## config.mk

```make
export PLATFORM = sky130hd
export DESIGN_NAME = hex_page_ctrl
export DESIGN_NICKNAME = d
export VERILOG_FILES = /design/src/rtl/hex_disp_pkg.sv /design/src/rtl/tick_counter.sv /design/src/rtl/hex_page_ctrl.sv
export SDC_FILE = /design/constraint.sdc
export NUM_CORES = 1
export LEC_CHECK = 0
export BUFFER_PORTS_ARGS = -buffer_cell sky130_fd_sc_hd__buf_2
export CAP_MARGIN = 20
export CORE_ASPECT_RATIO = 0.75
export CORE_MARGIN = 5
export CORE_UTILIZATION = 51
export DETAILED_ROUTE_END_ITERATION = 12
export PLACE_DENSITY = 0.8
export RECOVER_POWER = 25
export SKIP_LAST_GASP = 1
export SLEW_MARGIN = 20
export SYNTH_ARGS = -nofsm -noshare
export SYNTH_HDL_FRONTEND = slang
export SYNTH_SLANG_ARGS = --single-unit
```

## constraint.sdc

```tcl
create_clock -name i_clk -period 2.8 [get_ports i_clk]
set_input_delay 0.28 -clock i_clk [delete_from_list [all_inputs] [get_ports i_clk]]
set_output_delay 0.28 -clock i_clk [all_outputs]
set_load 0.05 [all_outputs]
```

## src/rtl/hex_disp_pkg.sv

```systemverilog
// Shared constants and the page-state type for the hex display front end.
package hex_disp_pkg;

  localparam logic PAGE_LO = 1'b0;
  localparam logic PAGE_HI = 1'b1;

  localparam int unsigned HEX_DIGITS  = 6;
  localparam int unsigned DISP_BITS   = 24;
  localparam int unsigned HI_BYTE_MSB = 31;
  localparam int unsigned HI_BYTE_LSB = 24;

  typedef enum logic {
    StLo = PAGE_LO,
    StHi = PAGE_HI
  } page_e;

endpackage

```

## src/rtl/tick_counter.sv

```systemverilog
// Free-running modulo-MAX counter with enable, synchronous clear and terminal flag.
module tick_counter #(
  parameter int unsigned MAX = 4
) (
  input  logic                   i_clk,
  input  logic                   i_rst,
  input  logic                   i_en,
  input  logic                   i_clr,
  output logic [$clog2(MAX)-1:0] o_count,
  output logic                   o_term
);

  localparam int unsigned W = $clog2(MAX);

  logic [W-1:0] r_count;

  assign o_count = r_count;
  assign o_term  = (r_count == W'(MAX - 1));

  always_ff @(posedge i_clk) begin
    if (i_rst || i_clr) begin
      r_count <= '0;
    end else if (i_en) begin
      r_count <= o_term ? '0 : r_count + W'(1);
    end
  end

endmodule

```

## src/rtl/hex_page_ctrl.sv

```systemverilog
// Source selector, periodic snapshot and low/high-byte paging for the six-digit hex display.
module hex_page_ctrl
  import hex_disp_pkg::*;
#(
  parameter int unsigned NUM_SRC        = 4,
  parameter int unsigned REFRESH_CYCLES = 5000000,
  parameter int unsigned DWELL_CYCLES   = 50000000
) (
  input  logic                       i_clk,
  input  logic                       i_rst,
  input  logic [NUM_SRC*32-1:0]      i_src_vals,
  input  logic                       i_next_btn,
  input  logic                       i_freeze,
  output logic [31:0]                o_disp_val,
  output logic                       o_page_hi,
  output logic [$clog2(NUM_SRC)-1:0] o_src_idx
);

  localparam int unsigned IDX_W = $clog2(NUM_SRC);
  localparam int unsigned REF_W = $clog2(REFRESH_CYCLES);
  localparam int unsigned DWL_W = $clog2(DWELL_CYCLES);

  page_e            r_page;
  logic [IDX_W-1:0] r_src_idx;
  logic [31:0]      r_snap;
  logic             r_btn_q;
  logic             r_reload_pend;

  logic             w_rise;
  logic             w_load;
  logic             w_paging;
  logic             w_refresh_term;
  logic             w_dwell_term;
  logic [REF_W-1:0] w_refresh_cnt;
  logic [DWL_W-1:0] w_dwell_cnt;
  logic [31:0]      w_src_sel;
  logic             w_unused_cnt;

  assign w_rise       = i_next_btn & ~r_btn_q;
  assign w_load       = (w_refresh_term | r_reload_pend) & ~i_freeze;
  assign w_paging     = (r_snap[HI_BYTE_MSB:HI_BYTE_LSB] != '0);
  assign w_unused_cnt = ^{w_refresh_cnt, w_dwell_cnt};

  always_comb begin
    w_src_sel = '0;
    for (int i = 0; i < NUM_SRC; i++) begin
      if (r_src_idx == IDX_W'(i)) w_src_sel = i_src_vals[32*i +: 32];
    end
  end

  tick_counter #(.MAX(REFRESH_CYCLES)) u_refresh (
    .i_clk   (i_clk),
    .i_rst   (i_rst),
    .i_en    (1'b1),
    .i_clr   (1'b0),
    .o_count (w_refresh_cnt),
    .o_term  (w_refresh_term)
  );

  tick_counter #(.MAX(DWELL_CYCLES)) u_dwell (
    .i_clk   (i_clk),
    .i_rst   (i_rst),
    .i_en    (w_paging & ~i_freeze),
    .i_clr   (w_rise | ~w_paging),
    .o_count (w_dwell_cnt),
    .o_term  (w_dwell_term)
  );

  always_ff @(posedge i_clk) begin
    if (i_rst) begin
      r_src_idx     <= '0;
      r_snap        <= '0;
      r_page        <= StLo;
      r_btn_q       <= 1'b0;
      r_reload_pend <= 1'b1;
    end else begin
      r_btn_q <= i_next_btn;
      if (w_load) begin
        r_snap        <= w_src_sel;
        r_reload_pend <= 1'b0;
      end
      // A rise after a same-cycle load re-arms the reload so the new source follows next cycle.
      if (w_rise) begin
        r_src_idx     <= (r_src_idx == IDX_W'(NUM_SRC - 1)) ? '0 : r_src_idx + IDX_W'(1);
        r_reload_pend <= 1'b1;
        r_page        <= StLo;
      end else if (!w_paging) begin
        r_page <= StLo;
      end else if (!i_freeze && w_dwell_term) begin
        r_page <= (r_page == StLo) ? StHi : StLo;
      end
    end
  end

  always_comb begin
    if (r_page == StHi) o_disp_val = {24'h000000, r_snap[HI_BYTE_MSB:HI_BYTE_LSB]};
    else                o_disp_val = {8'h00, r_snap[DISP_BITS-1:0]};
  end

  assign o_page_hi = (r_page == StHi);
  assign o_src_idx = r_src_idx;

endmodule

```

# ---- Word level (Yosys, flattened, before mapping)
# Index checks and enable logic that the tools add are counted.
# Widths: inputs -> output; s select.
dict set report totals {
  regBits 86
  input_bits 132
  output_inout_bits 35
}
dict set report op_classes {
  n_addsub 3
  eq_ne 5
  muxes 8
  n_bitwise 8
  reduce_logical 8
}
# cell n
set op_table {}
lappend op_table {{$mux 32} 4}
lappend op_table {{$add 26x1->26 const B} 1}
lappend op_table {{$eq 26x26->1 const B} 1}
lappend op_table {{$mux 26} 1}
lappend op_table {{$mux 24} 1}
lappend op_table {{$add 23x1->23 const B} 1}
lappend op_table {{$eq 23x23->1 const B} 1}
lappend op_table {{$reduce_bool 8->1} 1}
lappend op_table {{$eq 2x2->1 const B} 2}
lappend op_table {{$reduce_or 2->1} 2}
lappend op_table {{$and 1x1->1} 3}
lappend op_table {{$not 1->1} 3}
lappend op_table {{$reduce_or 3->1} 1}
lappend op_table {{$add 2x1->2 const B} 1}
lappend op_table {{$eq 2x1->1 const B} 1}
lappend op_table {{$logic_not 2->1} 1}
lappend op_table {{$mux 2} 1}
lappend op_table {{$or 1x1->1} 2}
lappend op_table {{$logic_and 1x1->1} 1}
lappend op_table {{$logic_not 1->1} 1}
lappend op_table {{$logic_or 1x1->1} 1}
lappend op_table {{$mux 1} 1}

# ---- Depth between registers and ports, before layout
dict set report logic_depth {
  ltp_word 5
  ltp_mapped 8
  mapped_depth_nobuf 6
}

# ---- By module
# Synthesis repeated with hierarchy kept, for this count alone.
dict set report hier_totals {
  cells_unflattened 672
  hier_area_um2 5570.3
}
# mod instances cells_per_inst area_each_um2 seq_area_each_um2
set modules_own_cells {}
lappend modules_own_cells {hex_page_ctrl 1 356 2944.1 740.7}
lappend modules_own_cells {{tick_counter at u_dwell} 1 167 1396.3 520.5}
lappend modules_own_cells {{tick_counter at u_refresh} 1 149 1229.9 460.4}

# ---- Worst setup path after synthesis
# No wires, ideal clock.
dict set report synth_path {
  kind {register to register}
  from {register r_src_idx[1] (netlist: o_src_idx[1])}
  to {register r_snap[21]}
  arrival_ns 2.078
  setup_slack_ns 0.637
  stages_incl_launch_ff 9
  synth_period_minus_slack_ns 2.163
  path_cell_list {dfxtp_1 -> inv_1 -> ha_1 -> clkbuf_1 -> nor2b_1 -> clkbuf_1 -> a221o_1 -> a22oi_1 -> a211oi_1}
}
dict set report synth_via {
  elab_chain_cells 5
  elab_cells_between_ends 8
  classes_between {3 x eq/ne; 4 x mux; 1 x reduce/logical}
}
# element line_no
set synth_rtl {}
lappend synth_rtl {{start: declaration} hex_page_ctrl.sv:24} ;# logic [IDX_W-1:0] r_src_idx;
lappend synth_rtl {{start signal: assignment} hex_page_ctrl.sv:84} ;# r_src_idx <= (r_src_idx == IDX_W'(NUM_SRC - 1)) ? '0 : r_src_idx + IDX_W'(1);
lappend synth_rtl {{$logic_not 2->1} hex_page_ctrl.sv:47} ;# if (r_src_idx == IDX_W'(i)) w_src_sel = i_src_vals[32*i +: 32];
lappend synth_rtl {{$mux 32 (3 in series)} hex_page_ctrl.sv:47}
lappend synth_rtl {{$mux 32 (*)} hex_page_ctrl.sv:47}
lappend synth_rtl {{end signal: assignment} hex_page_ctrl.sv:79} ;# r_snap <= w_src_sel;
lappend synth_rtl {{end: declaration} hex_page_ctrl.sv:25} ;# logic [31:0] r_snap;
# Mark *: on every way between the ends. The rest lies on a longest branch, timed or not.
# A chain may end at the register's enable or synchronous reset.

# ---- Worst setup path after layout
dict set report layout_path {
  from {register r_page (netlist: o_page_hi)}
  to {output port o_disp_val[4]}
}
dict set report layout_via {
  elab_chain_cells 1
}
# element line_no
set layout_rtl {}
lappend layout_rtl {{start: declaration} hex_page_ctrl.sv:23} ;# page_e r_page;
lappend layout_rtl {{start signal: assignment} hex_page_ctrl.sv:73} ;# r_page <= StLo;
lappend layout_rtl {{start signal: assignment} hex_page_ctrl.sv:86} ;# r_page <= StLo;
lappend layout_rtl {{start signal: assignment} hex_page_ctrl.sv:88} ;# r_page <= StLo;
lappend layout_rtl {{$mux 24} hex_page_ctrl.sv:96} ;# if (r_page == StHi) o_disp_val = {24'h000000, r_snap[HI_BYTE_MSB:HI_BYTE_LSB]};
lappend layout_rtl {{end: declaration} hex_page_ctrl.sv:14} ;# output logic [31:0] o_disp_val,
# No other way between the ends.

==> impl_metrics.toml <==
[outcome]
status = "complete, but fails checks"
violations = "max-capacitance violations, max-slew violations"

[layout]
multiInputGateArea_mm2 = 0.00301
fin_nets = 893
num-fill-cells = 854
layout_common_cells = "135 x buf_2, 86 x dfxtp_1, 66 x a21oi_1, 66 x a211oi_1, 42 x inv_1"
drive_above_1_share_pct = 24.8
antenna_cells = 0
final_util_pct = 64.0
final_common_cell = "buf_2"
register_area_mm2 = 0.00172
syn_to_final_growth_pct = 21.8

[timing]
finalCritPeriodShare_pct = 88.4
hold_ws_ns = 0.183
fin_crit_ns = 2.48
finalHoldViolations = 0
rsz0062_at_grt = "no"
worstMarginPinSlew_ns = 1.64
skew_ns = 0.00661
fmax_mhz = 404
setup_tns_ns = 0
finalSetupViolCount = 0
maxSlewViolCount = 37
relSlewSlack_pct = -9.56

[critical_path]
reg2reg_slack_ns = 0.46
crit_required_ns = 2.52
crit_fanout = 18
worst_setup_path_end_kind = "primary output"
worstRegToRegCells = 6
r2r-start = "u_dwell.o_count[0]"
cp-start-kind = "flop"
r2r-end = "u_dwell.o_count[25]"
worstPathArrival_ns = 2.20
criticalPathCategory = "flop to primary output"

[clock_tree]
cts.hold.buffers_added = 0
cts_setup_buffers = 0
cts.sinks = 86
clock_tree.root_cell = "clkbuf_16"
cts_buffer_depth = 2
clk_pin_slew_worst_paths_ns = 0.06
cts_tree = "built"
cts_buffers = 9
cts_resized = 0
h-tree-depth = 3
insertion_delay_ns = 0.34

[synthesis]
avgSynthCellArea_um2 = 8.22
ys_seq_area_share_pct = 33.6
synthCells = 623
ys.flop_type = "dfxtp_1"
async_flop_share_pct = 0
synth.distinct_cells = 49
yosys_warnings = 0
synth_edf_count = 0
synth_area_mm2 = 0.00512
ys_ff_latch = 86

[floorplanning]
io_pins = 167
die_width_um = 126
die_area_mm2 = 0.0122
start_util_pct = 52.6
fp.coreArea_mm2 = 0.00974
die-height_um = 96.8
rows = 31

[worst_hold_path]
hold_depth = 2
min_to = "r_btn_q"
hold_start = "i_next_btn"
hold_path.class = "input port to flop"

[global_routing]
track_usage_pct = 24.5
grt_pass1_vias = 5311
grt_max_degree = 66
antenna_found_initial = 0
grt_pass1_wl_um = 25000
grt_overflow_total = 0

[detailed_routing]
avgViaCountPerCell = 6.21
firstDrtPassIters = 5
drc = 0
postRouteAntennaNets = 0
first_iter_violations = 497
routed_wl_um = 15200
wl_per_cell_um = 17.1
vias = 5527

[pwr]
peakVddDrop_mv = 0.314
powerDensity_mw_per_mm2 = 516
cellLeakagePower_nw = 2.43

[placement]
io_buffers = 158
place.gp.congestion = 0.954
dp_hpwl_um = 11300

[flow_run]
drv_cap = 1
synthesized netlist by cell type (all sizes together) (2+ instances only):
master	number	area share, %
and2	2	0.24
o31ai	16	2.3
buf	17	2.0
nand4	8	0.98
nor4	6	0.73
nand2	17	1.2
a211oi	66	9.7
ha	7	1.7
o211ai	3	0.44
and3	7	0.88
nor4bb	4	0.78
a21o	3	0.44
and4	6	1.0
a221o	31	6.1
mux2	8	1.8
or4	20	3.0
or3	13	1.6
xor2	6	1.0
inv	42	3.1
nor2	26	1.9
nor3	3	0.29
nand2b	3	0.37
o21ai	14	1.4
nand3	21	2.2
a22oi	32	4.7
a21oi	66	6.5
xnor2	11	1.9
dfxtp	86	34
nor2b	20	2.4
or4b	2	0.39
clkbuf	45	3.3
worst max-delay path, cell delays in order (launching register included):
cell	delay, ns
dfxtp_1	0.54
clkbuf_1	0.68
mux2_2	0.42
buf_2	0.22
final cells by class:
class                      count  area share (%)
clock buffer                  10            3.83
clock inverter                 5           0.943
inverter                      42            2.53
multi-input combinational    440            48.3
sequential                    86            27.6
tap                          132            2.65
timing repair buffer         175            14.1
flip-flops by register name, summed over array words and instances, names as in the netlist:
signal / count
r_snap: 32
u_dwell.o_count: 26
u_refresh.o_count: 23
o_src_idx: 2
o_page_hi: 1
r_btn_q: 1
r_reload_pend: 1
worst max path at each step:
stage | cells past startpoint | slack, ns | endpoint | start
global route | 3 | 0.23 | o_disp_val[4] | o_page_hi
finish | 3 | 0.32 | o_disp_val[4] | o_page_hi
CTS | 6 | 0.46 | u_dwell.o_count[25] | u_dwell.o_count[0]
detailed placement | 6 | 0.48 | u_dwell.o_count[25] | u_dwell.o_count[0]
floorplan | 8 | 0.64 | r_snap[21] | o_src_idx[1]
global placement | 6 | 0.62 | u_dwell.o_count[25] | u_dwell.o_count[0]
metrics by stage:
stage / area [um2] / std cells / total power [mW] / setup slack (ns)
3_3_place_gp: 5980 / 875 / 2.03 / 0.619
5_1_grt: 6230 / 890 / 3.36 / 0.229
6_report: 6230 / 890 / 3.22 / 0.323
4_1_cts: 6270 / 890 / 3.24 / 0.464
3_5_place_dp: 5980 / 875 / 2.05 / 0.477
2_1_floorplan: 5150 / 630 / 1.82 / 0.637
cells by family (layout without fill, tap and decap cells):
family / count (synthesis) / after routing / share of synthesized area (%)
adders and majority gates: 7 / 7 / 1.71
buffers and inverters: 104 / 232 / 8.33
and+or+nand+nor: 163 / 163 / 19.0
xor gates and xnor gates: 17 / 17 / 2.91
AOI/OAI and AO/OA: 237 / 237 / 32.6
other: 1 / 8 / 0.0732
muxes: 8 / 8 / 1.76
DFF: 86 / 86 / 33.6
power breakdown:
| part | switching, mW | leakage [nW] | internal, mW |
|---|---|---|---|
| sequential | 0.0416 | 0.702 | 1.28 |
| clock | 0.481 | 0.141 | 0.712 |
| combinational | 0.436 | 1.58 | 0.271 |
| total | 0.959 | 2.43 | 2.26 |
metal layers:
metal  track usage (%)  wire [um]
met2              40.0       7350
met5                 0          0
met4              9.08        352
met3              5.51       1090
met1              31.5       6410
(Power assumes the default switching activity.)
